## config.mk

```make
export PLATFORM = sky130hd
export DESIGN_NAME = matmul_host_sequencer_flat
export DESIGN_NICKNAME = d
export VERILOG_FILES = /design/src/rtl/matmul_host_sequencer_if.sv /design/src/rtl/matmul_host_sequencer.sv /design/src/flat_wrapper.sv
export SDC_FILE = /design/constraint.sdc
export NUM_CORES = 1
export LEC_CHECK = 0
export CAP_MARGIN = 20
export CORE_MARGIN = 2
export CORE_UTILIZATION = 35
export CTS_BUF_LIST = sky130_fd_sc_hd__clkbuf_2
export CTS_CLUSTER_SIZE = 20
export DETAILED_ROUTE_END_ITERATION = 7
export GPL_TIMING_DRIVEN = 0
export PLACE_DENSITY_LB_ADDON = 0.2
export SLEW_MARGIN = 15
export SYNTH_ARGS = -nofsm -noshare
export SYNTH_HDL_FRONTEND = slang
export SYNTH_SLANG_ARGS = --single-unit
export TNS_END_PERCENT = 1
```

## constraint.sdc

```tcl
create_clock -name clk -period 1.8 [get_ports clk]
set_clock_uncertainty 0.05 [all_clocks]
set_input_delay 0.18 -clock clk [delete_from_list [all_inputs] [get_ports clk]]
set_output_delay 0.18 -clock clk [all_outputs]
set_load 0.03 [all_outputs]
```

## src/rtl/matmul_host_sequencer_if.sv

```systemverilog
// Bundle of the host operand/result streams and the engine pin interface.
// The master modport is the sequencer; the slave modport is the host plus engine side.
interface matmul_host_sequencer_if #(
  parameter int DATA_W = 8,
  parameter int RES_W  = 17
);
  logic              op_valid;
  logic              op_ready;
  logic [DATA_W-1:0] op_data;
  logic              res_valid;
  logic              res_ready;
  logic [RES_W-1:0]  res_data;
  logic [1:0]        res_idx;
  logic              busy;
  logic [2:0]        mm_sel_in;
  logic [DATA_W-1:0] mm_input_val;
  logic              mm_execute;
  logic [1:0]        mm_sel_out;
  logic [RES_W-1:0]  mm_result;

  modport master (
    input  op_valid, op_data, res_ready, mm_result,
    output op_ready, res_valid, res_data, res_idx, busy,
           mm_sel_in, mm_input_val, mm_execute, mm_sel_out
  );

  modport slave (
    output op_valid, op_data, res_ready, mm_result,
    input  op_ready, res_valid, res_data, res_idx, busy,
           mm_sel_in, mm_input_val, mm_execute, mm_sel_out
  );
endinterface

```

## src/rtl/matmul_host_sequencer.sv

```systemverilog
// Initiator-side sequencer for the 2x2 matrix-multiply engine: loads eight operand
// bytes with execute low, then reads back the four product elements one by one.
module matmul_host_sequencer #(
  parameter int DATA_W        = 8,
  parameter int RES_W         = 17,
  parameter int SETTLE_CYCLES = 1
) (
  input  logic                    clk,
  input  logic                    reset,
  matmul_host_sequencer_if.master bus
);

  localparam int SW = (SETTLE_CYCLES < 2) ? 1 : $clog2(SETTLE_CYCLES + 1);
  localparam logic [SW-1:0] SETTLE_LOAD = SW'(SETTLE_CYCLES);

  localparam logic [1:0] ST_LOAD    = 2'd0;
  localparam logic [1:0] ST_COMMIT  = 2'd1;
  localparam logic [1:0] ST_SETTLE  = 2'd2;
  localparam logic [1:0] ST_PRESENT = 2'd3;

  logic [1:0]        state_r;
  logic [2:0]        cnt_r;
  logic [SW-1:0]     settle_r;
  logic [2:0]        sel_in_r;
  logic [DATA_W-1:0] input_val_r;
  logic              execute_r;
  logic [1:0]        sel_out_r;
  logic              res_valid_r;
  logic [RES_W-1:0]  res_data_r;
  logic [1:0]        res_idx_r;
  logic              busy_r;
  logic              op_ready_s;
  logic              op_fire_s;
  logic              res_fire_s;

  // Operand acceptance is decoded straight from the state so it is ready out of reset.
  always_comb begin
    op_ready_s = 1'b0;
    if (state_r == ST_LOAD) begin
      op_ready_s = 1'b1;
    end else begin
      op_ready_s = 1'b0;
    end
  end

  assign op_fire_s  = bus.op_valid & op_ready_s;
  assign res_fire_s = bus.res_ready & res_valid_r;

  // Main sequencing: load, commit, then settle/present once per product element.
  always_ff @(posedge clk or posedge reset) begin
    if (reset) begin
      state_r     <= ST_LOAD;
      cnt_r       <= 3'd0;
      settle_r    <= '0;
      sel_in_r    <= 3'd0;
      input_val_r <= '0;
      execute_r   <= 1'b0;
      sel_out_r   <= 2'd0;
      res_valid_r <= 1'b0;
      res_data_r  <= '0;
      res_idx_r   <= 2'd0;
      busy_r      <= 1'b0;
    end else begin
      case (state_r)
        ST_LOAD: begin
          if (op_fire_s) begin
            sel_in_r    <= cnt_r;
            input_val_r <= bus.op_data;
            cnt_r       <= cnt_r + 3'd1;
            busy_r      <= 1'b1;
            if (cnt_r == 3'd7) begin
              state_r <= ST_COMMIT;
            end
          end
        end
        // The engine still has execute low here and captures the last B byte.
        ST_COMMIT: begin
          execute_r <= 1'b1;
          sel_out_r <= 2'd0;
          res_idx_r <= 2'd0;
          settle_r  <= SETTLE_LOAD;
          state_r   <= ST_SETTLE;
        end
        ST_SETTLE: begin
          settle_r <= settle_r - SW'(1);
          if (settle_r == SW'(1)) begin
            res_data_r  <= bus.mm_result;
            res_valid_r <= 1'b1;
            state_r     <= ST_PRESENT;
          end
        end
        ST_PRESENT: begin
          if (res_fire_s) begin
            res_valid_r <= 1'b0;
            if (res_idx_r == 2'd3) begin
              // Write select/data keep index 7 and the B11 byte, so dropping execute is benign.
              execute_r <= 1'b0;
              busy_r    <= 1'b0;
              cnt_r     <= 3'd0;
              state_r   <= ST_LOAD;
            end else begin
              sel_out_r <= sel_out_r + 2'd1;
              res_idx_r <= res_idx_r + 2'd1;
              settle_r  <= SETTLE_LOAD;
              state_r   <= ST_SETTLE;
            end
          end
        end
        default: begin
          state_r <= ST_LOAD;
        end
      endcase
    end
  end

  assign bus.op_ready     = op_ready_s;
  assign bus.res_valid    = res_valid_r;
  assign bus.res_data     = res_data_r;
  assign bus.res_idx      = res_idx_r;
  assign bus.busy         = busy_r;
  assign bus.mm_sel_in    = sel_in_r;
  assign bus.mm_input_val = input_val_r;
  assign bus.mm_execute   = execute_r;
  assign bus.mm_sel_out   = sel_out_r;

endmodule

```

## src/flat_wrapper.sv

```systemverilog
// flat-port wrapper written by rule: the top's interface ports become plain ports
module matmul_host_sequencer_flat 
#(
  parameter int DATA_W        = 8,
  parameter int RES_W         = 17,
  parameter int SETTLE_CYCLES = 1
)
  (clk, reset, bus_op_valid, bus_op_data, bus_res_ready, bus_mm_result, bus_op_ready, bus_res_valid, bus_res_data, bus_res_idx, bus_busy, bus_mm_sel_in, bus_mm_input_val, bus_mm_execute, bus_mm_sel_out);
  matmul_host_sequencer_if #(.DATA_W(DATA_W), .RES_W(RES_W)) bus_i ();
  input  logic clk;
  input  logic reset;
  input wire logic [$bits(bus_i.op_valid)-1:0] bus_op_valid;
  input wire logic [$bits(bus_i.op_data)-1:0] bus_op_data;
  input wire logic [$bits(bus_i.res_ready)-1:0] bus_res_ready;
  input wire logic [$bits(bus_i.mm_result)-1:0] bus_mm_result;
  output wire logic [$bits(bus_i.op_ready)-1:0] bus_op_ready;
  output wire logic [$bits(bus_i.res_valid)-1:0] bus_res_valid;
  output wire logic [$bits(bus_i.res_data)-1:0] bus_res_data;
  output wire logic [$bits(bus_i.res_idx)-1:0] bus_res_idx;
  output wire logic [$bits(bus_i.busy)-1:0] bus_busy;
  output wire logic [$bits(bus_i.mm_sel_in)-1:0] bus_mm_sel_in;
  output wire logic [$bits(bus_i.mm_input_val)-1:0] bus_mm_input_val;
  output wire logic [$bits(bus_i.mm_execute)-1:0] bus_mm_execute;
  output wire logic [$bits(bus_i.mm_sel_out)-1:0] bus_mm_sel_out;
  assign bus_i.op_valid = bus_op_valid;
  assign bus_i.op_data = bus_op_data;
  assign bus_i.res_ready = bus_res_ready;
  assign bus_i.mm_result = bus_mm_result;
  assign bus_op_ready = bus_i.op_ready;
  assign bus_res_valid = bus_i.res_valid;
  assign bus_res_data = bus_i.res_data;
  assign bus_res_idx = bus_i.res_idx;
  assign bus_busy = bus_i.busy;
  assign bus_mm_sel_in = bus_i.mm_sel_in;
  assign bus_mm_input_val = bus_i.mm_input_val;
  assign bus_mm_execute = bus_i.mm_execute;
  assign bus_mm_sel_out = bus_i.mm_sel_out;
  matmul_host_sequencer #(.DATA_W(DATA_W), .RES_W(RES_W), .SETTLE_CYCLES(SETTLE_CYCLES)) u_core (.clk(clk), .reset(reset), .bus(bus_i));
endmodule
```

Word level (Yosys, flattened, before mapping)
Index checks and enable logic that the tools add are counted. W data, S select, Z words.

Add/sub/neg operators: 4. Equality and inequality tests: 11. Multiplexer cells: 28. Bitwise gates (word level): 2. Reductions and logical operators: 13.

Operators by type and width (number): $mux W2 (9); $reduce_and A3 Y1 (4); $mux W3 (3); $mux W1 (8); $ne A2 B1 Y1 const B (4); $pmux W2 S2 (2); $pmux W2 S4 (1); $reduce_and A4 Y1 (2); $eq A2 B2 Y1 const B (3); $pmux W1 S2 (3); $pmux W3 S2 (1); $reduce_bool A2 Y1 (3); $add A2 B1 Y2 const B (2); $ne A2 B2 Y1 const B (2); $reduce_and A2 Y1 (2); $add A3 B1 Y3 const B (1); $eq A3 B3 Y1 const B (1); $pmux W1 S3 (1); $reduce_bool A3 Y1 (1); $and A1 B1 Y1 (2); $eq A2 B1 Y1 const B (1); $logic_not A2 Y1 (1); $sub A1 B1 Y1 const B (1).

Register bits after elaboration: 41. Bits of input ports: 29. Output and inout port bits: 36. Word-level logic and storage cells: 69.

Logic depth before layout (Yosys ltp)
Depth in word-level cells: 5. Depth in mapped cells: 5.

Worst setup path after synthesis
OpenSTA, ideal clock, no wires.

Path kind: reg-to-reg. Start: register u_core.res_idx_r[0] (netlist: u_core.bus.res_idx[0]). End: register u_core.res_idx_r[0] (netlist: u_core.bus.res_idx[0]). Library setup time: 0.124 ns. Arrival time: 1.484 ns. Required time: 1.626 ns. Slack: 0.143 ns. Cell stages (with the launch flop): 5. Path buffers: 0. Period minus slack after synthesis: 1.657 ns. Cells stage by stage: dfrtp_1 > ha_1 > nand3b_1 > and3_1 > a211o_1.

Cells in the longest elaborated chain, start to end: 4. Elaborated cells on any way between the ends: 7.

RTL lines: start: declaration (line matmul_host_sequencer.sv:30) `logic [1:0] res_idx_r;`; start signal: assignment (line matmul_host_sequencer.sv:103) `res_idx_r <= res_idx_r + 2'd1;`; $add A2 B1 Y2 (line matmul_host_sequencer.sv:103); $mux W2 (line matmul_host_sequencer.sv:95) `if (res_idx_r == 2'd3) begin`; $mux W2 (line matmul_host_sequencer.sv:93) `if (res_fire_s) begin`; $pmux W2 S2 (line matmul_host_sequencer.sv:64) `case (state_r)`.

Several ways; a longest one is shown, not always the timed one. The select of a mux whose other input is x is not followed. A chain may end at the register's enable or synchronous reset.

Worst setup path after layout
Start: register u_core.res_idx_r[1] (netlist: u_core.bus.res_idx[1]). End: output bus_res_idx[1].

RTL lines: end: declaration (line flat_wrapper.sv:19) `output wire logic [$bits(bus_i.res_idx)-1:0] bus_res_idx;`.

No word-level cell between the ends.

==> results by group <==
GRT
  • Largest net degree at the start of global routing: 24
  • Total track usage: about 14%
  • Total grt overflow: 0
  • First-pass GRT wire length: 5.68 mm
  • Initial antenna violation count: 0
  • Vias in the first global route: 1216

Critical path
  • Worst path arrival time: 1490 ps
  • Worst path top cell family by delay: buffers and inverters
  • CP endpoint kind: output port
  • Worst setup path class: reg -> out
  • Crit-path cells: clkdlybuf4s50_1
  • Worst setup SP type: register
  • CP Data Required Time: 1570 ps
  • WP buf/inv: 1
  • Slowest-stage cell, CP: clkdlybuf4s50_1
  • CP max stage delay: between 600 and 700 ps
  • Critical path fanouts, max: 4

STA
  • Worst Slack Setup Final: about 78 ps
  • Final Max Tran Viols: 0
  • RSZ-0062 raised after global routing: no
  • Worst slew pin tran: roughly 440 ps
  • Crit share post-route: between 90% and 100%
  • FMAX: about 580 MHz
  • Final Hold Vio Count: 0
  • Setup TNS: 0 ps
  • Minimum clock period: 1720 ps
  • Max transition margin: 70.8%
  • # setup viols final: 0

Route
  • DRC errors left: 0
  • Iter 0 DRT Violations: 40
  • WL per Instance: 13.8 um
  • Vias per Instance: 4.69
  • Antenna Violating Nets Remaining: 0
  • Drt total wl: 3.65 mm
  • DR vias: roughly 1200
  • Drt first pass iters: 4

Synth
  • Synth unique cells: 27
  • Register bit total from synthesis: 41
  • Syn Inst Count: 125
  • Post-Syn Nets: ~160
  • Mapped Avg Cell Area: approximately 14 um^2
  • Top cell type's share of synthesized area: 60.2%
  • Yosys warns: 0
  • Top cells by area, synth: dfrtp_1 (60%), mux2_2 (15%), mux2_4 (4.4%), o21ai_0 (2.9%), ha_1 (2.2%)
  • Syn Std Cell Area: between 1500 and 2000 um^2
  • Register area share after synthesis: 60.2%
  • Dominant cell type by area after synthesis: dfrtp_1

Layout
  • Most frequent cells in the layout: clkdlybuf4s50_1 (60), dfrtp_1 (41), mux2_2 (23)
  • Ant. Diodes: 0
  • Final Net Count: 229
  • Share of layout cells above drive strength 1: between 20% and 30%
  • Area Overhead vs Synth: 48.3%
  • Post-route cell area: 2530 um^2
  • Commonest non-fill, non-tap cell in the layout: clkdlybuf4s50_1

Clock network
  • CTS Root Cell: clkbuf_2
  • Post-CTS Setup Bufs: 0
  • Deepest clock path buffer count: 2
  • CTS buffer count: 5
  • CTS tree: done
  • Clock latency on the worst-skew pair: 390 ps
  • H-tree Lvls: 2
  • Clk sinks: 41
  • Hold-fix buffers at CTS: 0
  • CTS clk-pin slew, worst paths: 190 ps

Power and ir drop
  • Leak pwr: around 1.1 nW
  • Peak VDD IR: 0.809 mV
  • Pwr per Cell Area: 1780 nW/um^2

Placed design
  • DP Area: 2460 um^2
  • PortBufs: 64
  • Place WS: -130 ps
  • Gpl congestion: approximately 0.80
  • Post-DP HPWL: approximately 2.8 mm

Die
  • Row count: 25
  • Die ar.: 5450 um^2
  • Io pins: 65
  • Die Span Y: about 74 um
  • Initial Util: 36.1%
  • DIE WIDTH: around 74 um
  • Core area: 4720 um^2

Run status
  • Outcome: finished, final reports clean

Min path
  • Hold WC Path Type: in -> async

Run
  • Maxcap violations: 0
==> Yosys cell counts <==
cell and n:
o211ai_1 2, nor2b_1 1, a211o_1 2, nand2b_1 1, buf_2 2, mux2_4 5, inv_2 1, o31ai_1 1
mux2_2 23, and3_1 3, clkbuf_1 1, a221o_1 1, inv_1 2, nor2_1 4, or3b_1 1, a21oi_1 1
nand2_1 8, buf_6 1, o21ai_0 10, buf_12 1, ha_1 3, nand4b_1 1, dfrtp_1 41, nand3_2 1
nand3b_1 1, nand3_1 5, nor3_1 2
==> flip-flops by register name, indices dropped and copies added (netlist names) <==
signal / count
u_core.bus.busy: 1
u_core.bus.mm_execute: 1
u_core.bus.mm_input_val: 8
u_core.bus.mm_sel_in: 3
u_core.bus.mm_sel_out: 2
u_core.bus.res_data: 17
u_core.bus.res_idx: 2
u_core.bus.res_valid: 1
u_core.cnt_r: 3
u_core.settle_r: 1
u_core.state_r: 2
==> metal layers <==
metal | share of wire (%) | GRT usage [%] | wire (um) | vias up
met3 | 5.3 | 4.39 | 193 | 6
li1 | - | - | - | 586
met4 | 1.4 | 4.85 | 50 | 0
met1 | 41 | 16.7 | 1480 | 607
met2 | 53 | 23.1 | 1920 | 45
met5 | 0 | 0 | 0 | -
==> layout make-up <==
type	instances	area, um^2
Clock inverter	2	33.8
Timing Repair Buffer	65	667
Clock buffer	6	30.0
Tap cell	67	83.8
Inverter	3	11.3
Buffer	5	46.3
Multi-Input combinational cell	76	631
Fill cell	424	2190
Sequential cell	41	1030
==> final timing paths <==
check / from / end / slack, ps / cells after the start
worst max-delay path: u_core.bus.res_idx[1] / bus_res_idx[1] / 80 / 1
worst min-delay path: reset / u_core.bus.res_data[16] / 40 / 2
worst max register to register: u_core.bus.res_idx[0] / u_core.bus.res_idx[1] / 120 / 4
worst min register to register: u_core.bus.res_data[15] / u_core.bus.res_data[15] / 480 / 1
max in group asynchronous: reset / u_core.bus.mm_execute / 1200 / 3
min in group clk: bus_mm_result[9] / u_core.bus.res_data[9] / 330 / 2
==> where the power goes <==
group	switching, mW	internal [mW]
clock network	0.283	0.237
logic	1.28	1.13
registers	0.253	1.33
total	1.82	2.70
==> cells by family after synthesis <==
| group | after synthesis | share of synthesized area (%) |
|---|---|---|
| DFF | 41 | 60.2 |
| AOI/OAI and AO/OA | 17 | 6.16 |
| muxes | 28 | 19.6 |
| adders and majority gates | 3 | 2.20 |
| buffers and inverters | 8 | 3.30 |
| and+or+nand+nor | 28 | 8.58 |
==> timing repair <==
item / in CTS / in global routing
gates resized for setup: 7 / 4
setup endpoints to repair: 2 / 3
endpoints found under the hold margin: 0 / 0
pin swaps: 0 / 0
==> stage by stage <==
| step | utilization [%] | cells | total power [mW] | hold WS (ps) |
|---|---|---|---|---|
| final | 53.5 | 265 | 4.51 | 36.8 |
| after CTS | 53.6 | 265 | 4.57 | 20.9 |
| after floorplan | - | 125 | 3.03 | 269 |
| after global placement | 51.4 | 256 | 3.95 | 435 |
| after detailed placement | 52.0 | 257 | 4.05 | 443 |
| after global routing | 53.5 | 265 | 4.77 | 23.8 |
No activity file was read; power rests on OpenSTA's default activity.
